===== config.mk =====
export PLATFORM = sky130hd
export DESIGN_NAME = multdiv_controller
export DESIGN_NICKNAME = d
export VERILOG_FILES = /design/src/rtl/multdiv_controller.sv
export SDC_FILE = /design/constraint.sdc
export NUM_CORES = 1
export LEC_CHECK = 0
export ABC_CLOCK_PERIOD_IN_PS = 3800
export CORE_AREA = 2 2 107 109
export CTS_BUF_LIST = sky130_fd_sc_hd__clkbuf_16
export DETAILED_ROUTE_END_ITERATION = 12
export DIE_AREA = 0 0 109 111
export PLACE_DENSITY_LB_ADDON = 0.2
export SYNTH_ARGS = -nofsm -noshare
export SYNTH_HDL_FRONTEND = slang
export SYNTH_SLANG_ARGS = --single-unit

===== constraint.sdc =====
create_clock -name clock -period 3.8 [get_ports clock]
set_input_delay 1.14 -clock clock [delete_from_list [all_inputs] [get_ports clock]]
set_output_delay 1.14 -clock clock [all_outputs]
set_load 0.02 [all_outputs]

===== src/rtl/multdiv_controller.sv =====
// multdiv_controller
// Sequences the shared iterative multiply/divide unit for the pipeline.
// It accepts one request at a time, issues the unit's start pulse, waits for
// a result or a timeout, and presents the writeback. Exceptions are remapped
// to the status register with an op-specific code.
module multdiv_controller #(
  parameter int          TIMEOUT       = 40,
  parameter logic [31:0] MULT_EXC_CODE = 32'd4,
  parameter logic [31:0] DIV_EXC_CODE  = 32'd5,
  parameter logic [4:0]  STATUS_REG    = 5'd30
) (
  input  logic        clock,
  input  logic        reset,
  input  logic        flush,
  input  logic        req_valid,
  input  logic        req_op,
  input  logic [31:0] req_a,
  input  logic [31:0] req_b,
  input  logic [4:0]  req_rd,
  output logic        req_ready,
  output logic        busy,
  output logic [31:0] unit_operandA,
  output logic [31:0] unit_operandB,
  output logic        unit_ctrl_MULT,
  output logic        unit_ctrl_DIV,
  input  logic [31:0] unit_result,
  input  logic        unit_exception,
  input  logic        unit_resultRDY,
  output logic        wb_valid,
  output logic [4:0]  wb_rd,
  output logic [31:0] wb_data,
  input  logic        wb_ready
);

  typedef enum logic [1:0] {
    S_IDLE  = 2'd0,
    S_START = 2'd1,
    S_WAIT  = 2'd2,
    S_DONE  = 2'd3
  } state_t;

  localparam logic [5:0] LAST_WAIT = 6'(TIMEOUT - 1);

  state_t      r_state;
  logic        r_op;
  logic [31:0] r_a;
  logic [31:0] r_b;
  logic [4:0]  r_rd;
  logic [31:0] r_result;
  logic        r_exc;
  logic [5:0]  r_waitCnt;

  // Control FSM: request latch, start, wait/timeout, writeback handshake.
  // The ready line is only sampled in WAIT so a stale ready left over from the
  // previous operation (or from a flushed one) can never complete this one.
  always_ff @(posedge clock or negedge reset) begin
    if (!reset) begin
      r_state   <= S_IDLE;
      r_op      <= 1'b0;
      r_a       <= 32'd0;
      r_b       <= 32'd0;
      r_rd      <= 5'd0;
      r_result  <= 32'd0;
      r_exc     <= 1'b0;
      r_waitCnt <= 6'd0;
    end else begin
      case (r_state)
        S_IDLE: begin
          if (req_valid && !flush) begin
            r_op     <= req_op;
            r_a      <= req_a;
            r_b      <= req_b;
            r_rd     <= req_rd;
            r_result <= 32'd0;
            r_exc    <= 1'b0;
            r_state  <= S_START;
          end
        end
        S_START: begin
          r_waitCnt <= 6'd0;
          r_state   <= flush ? S_IDLE : S_WAIT;
        end
        S_WAIT: begin
          if (flush) begin
            r_state <= S_IDLE;
          end else if (unit_resultRDY) begin
            r_result <= unit_result;
            r_exc    <= unit_exception;
            r_state  <= S_DONE;
          end else if (r_waitCnt == LAST_WAIT) begin
            r_result <= 32'd0;
            r_exc    <= 1'b1;
            r_state  <= S_DONE;
          end else begin
            r_waitCnt <= r_waitCnt + 6'd1;
          end
        end
        S_DONE: begin
          if (flush || wb_ready) begin
            r_state <= S_IDLE;
          end
        end
        default: r_state <= S_IDLE;
      endcase
    end
  end

  // Status, start pulses and writeback mapping decoded from the state and latches.
  // Flush gates the start pulse in the same cycle so a squashed op never starts.
  always_comb begin
    req_ready      = (r_state == S_IDLE);
    busy           = (r_state != S_IDLE);
    unit_ctrl_MULT = (r_state == S_START) && !flush && !r_op;
    unit_ctrl_DIV  = (r_state == S_START) && !flush &&  r_op;
    unit_operandA  = r_a;
    unit_operandB  = r_b;
    wb_valid       = (r_state == S_DONE);
    wb_rd          = r_rd;
    wb_data        = r_result;
    if (r_exc) begin
      wb_rd   = STATUS_REG;
      wb_data = r_op ? DIV_EXC_CODE : MULT_EXC_CODE;
    end
  end

endmodule


==> results.md <==
- Outcome: complete, no violations
- CTS tree: done
- Max-cap check violation count: 0
- Starting Density: between 40 and 50%
- Hold Vio Cnt, Final: 0
- Most frequent cells in the layout: clkdlybuf4s50_1, dfrtp_1, mux2_2
- Clk buf depth: 2
- RSZ-0062 raised after global routing: false
- Gpl congestion: around 0.85
- Fraction of layout cells with a size suffix above 1: 19.5%
- Via Count: 3529
- Largest cells by area after synthesis: dfrtp_1, mux2_2, mux2_4
- Antenna diodes: 0
- Number of flops mapped to enable cells by yosys: 0
- Fin Setup TNS: 0 ns
- CP endpoint kind: output pin
- Layout Area Growth over Synthesis: 53.4%
- Post CTS Setup Buffer Count: 0
- Die area: around 12000 µm²
- Rel. slew slack: between 40 and 50%
- Synth top area share: about three fifths
- Worst Tran Pin Value: 0.780 ns
- Nets: around 650
- Startpoint class of the critical path: input port
- Vias in the first global route: between 3k and 4k
- Htree depth: 3
- Number of remaining DRC errors: 0
- Post-Synthesis Cells: 333
- Yosys top cell by area: dfrtp_1
- Final min period: 3.58 ns
- Power per cell area: 533 nW/µm²
- Primary FF master, synth: dfrtp_1
- Crit path DAT: between 2 and 2.5 ns
- Distinct cells, synth: 40
- Wire length per cell: 17.4 µm
- Clock Latency Late Sink: roughly 0.34 ns
- Setup Skew: approximately 0.0047 ns
- Worst endpoint required time: around 2.7 ns
- Worst path slowest cell: clkdlybuf4s50_1
- Register area share after synthesis: between 50% and 60%
- Final Power: 3.91 mW
- Static leakage: between 3 and 4 nW
- Crit path cell chain: clkdlybuf4s50_1 > nor3b_1 > clkdlybuf4s50_1
- Yosys warning count: 0
- GR Overflow Total: 0
- Cts hold-fix bufs: 0
- Crit share post-route: a little over nine tenths
- Die width: 109 µm
- Floorplan row count: 39
- DR iter-0 viols: ~120
- GRT Util Overall: about a fifth
- PortBufs: between 200 and 250
- Pre-Repair DR Iteration Count: 4
- Filler Cell Count: approximately 860
- Total CTS buffers: 9
- Setup violations, final: 0
- Syn Area/Cell: approximately 14 µm²
- Clock Sinks: 111
- Design area: 7330 µm²
- Most common cell after layout, fill and taps aside: clkdlybuf4s50_1
- Worst Hold Class: reg2reg
- Asr flop ratio synth: 100%
- DP HPWL: 8670 µm
- #FFs+latches synth: 111
- First-pass GRT wire length: 19200 µm
- ANT nets after route: 0
- Detailed Route WL: around 12000 µm
- PostCTS Resize Cnt: 0
- Max FO, Critical Path: 3
- Mapped cell area: around 4800 µm²
- Peak supply drop: approximately 260 µV
- Largest net degree at the start of global routing: 61
- # IOs: 215
- Die Y: about 110 µm
- Clk slew on worst S/H paths: around 0.070 ns
- Mapped Nets: 443
- Root buffer cell: clkbuf_16
- Max incr delay on CP: 0.64 ns
- Max Slew Vio Count: 0
- Initial antenna violation count: 0
- CP most frequent cell: clkdlybuf4s50_1
- Max Clock Freq: about 0.28 GHz
- Core Box Area: around 11000 µm²
- Critical path class: in2out
- Post-DP Area: ~7000 µm²
- Drt via density: about 5.1
final timing paths:
| kind | from | end | slack (ns) | depth (start not counted) |
|---|---|---|---|---|
| max in group asynchronous | reset | r_waitCnt[1]$_DFFE_PN0P_ | 2.10 | 2 |
| max reg2reg | r_state[0]$_DFFE_PN0P_ | unit_operandB[30]$_DFFE_PN0P_ | 1.80 | 3 |
| min in group asynchronous | reset | unit_operandA[27]$_DFFE_PN0P_ | 0.87 | 1 |
| min | unit_operandA[10]$_DFFE_PN0P_ | unit_operandA[10]$_DFFE_PN0P_ | 0.49 | 1 |
| max | flush | unit_ctrl_DIV | 0.22 | 3 |
| min reg2reg | unit_operandA[10]$_DFFE_PN0P_ | unit_operandA[10]$_DFFE_PN0P_ | 0.49 | 1 |
metrics by stage:
stage | hold WS [ns] | instances | setup WS [ns] | utilization [%]
finish | 0.493 | 692 | 0.219 | 66.2
CTS | 0.499 | 692 | 0.195 | 66.2
detailed placement | 0.474 | 676 | 0.197 | 63.4
floorplan | 0.458 | 333 | 0.883 | -
global route | 0.508 | 692 | 0.126 | 66.2
global placement | 0.475 | 676 | 0.255 | 63.4
cell usage after synthesis (all sizes together) (2+ instances only):
cell type and number:
dfrtp 111, inv 5, a211oi 3, nor3 2, nor2 3, or2 5, nor2b 32, nor4b 2
a21oi 3, nand3 3, nand2 3, nand4b 2, buf 17, and2 2, clkbuf 7, nand2b 4
mux2 71, o211ai 5, o21ai 2, or4 2, or4b 2, a22o 33
registers in the layout (all words and copies together), names as in the netlist:
| name | flops |
|---|---|
| r_exc | 1 |
| r_op | 1 |
| r_rd | 5 |
| r_result | 32 |
| r_state | 2 |
| r_waitCnt | 6 |
| unit_operandA | 32 |
| unit_operandB | 32 |
kinds of logic after synthesis:
kind of cell	count (synthesis)	synth area share, %
AND/OR/NAND/NOR	67	9.40
buffers and inverters	29	4.29
flip-flops	111	58.1
AO/OA/AOI/OAI	54	9.66
adder cells (fa/ha/maj)	1	0.262
multiplexers	71	18.3
area by class of cell:
cell class	instances	area (µm²)	share of cell area [%]
multi-input cells	193	1810	24.7
flip-flops and latches	111	2780	37.9
inverters	5	18.8	0.256
clock buffers	9	225	3.07
repair buffers	224	2240	30.5
well taps	143	179	2.44
clock inverters	7	81.3	1.11
critical path: cells and delay by family:
kind                   cells  cell delay [ns]
buffers and inverters      2             1.08
AND/OR/NAND/NOR            1             0.21
per-layer routing:
layer	track usage [%]	up-vias	part of all wire, %
met5	0	-	0
met4	7.95	0	2.6
met3	3.53	23	5.0
met2	35.5	127	52
met1	25.0	1752	41
li1	-	1627	-
power breakdown:
part / switching (mW) / leakage (nW) / internal, mW
registers: 0.152 / 1.38 / 1.42
clock network: 0.431 / 0.147 / 0.521
logic: 0.608 / 1.58 / 0.778
No activity file was read; power rests on OpenSTA's default activity.
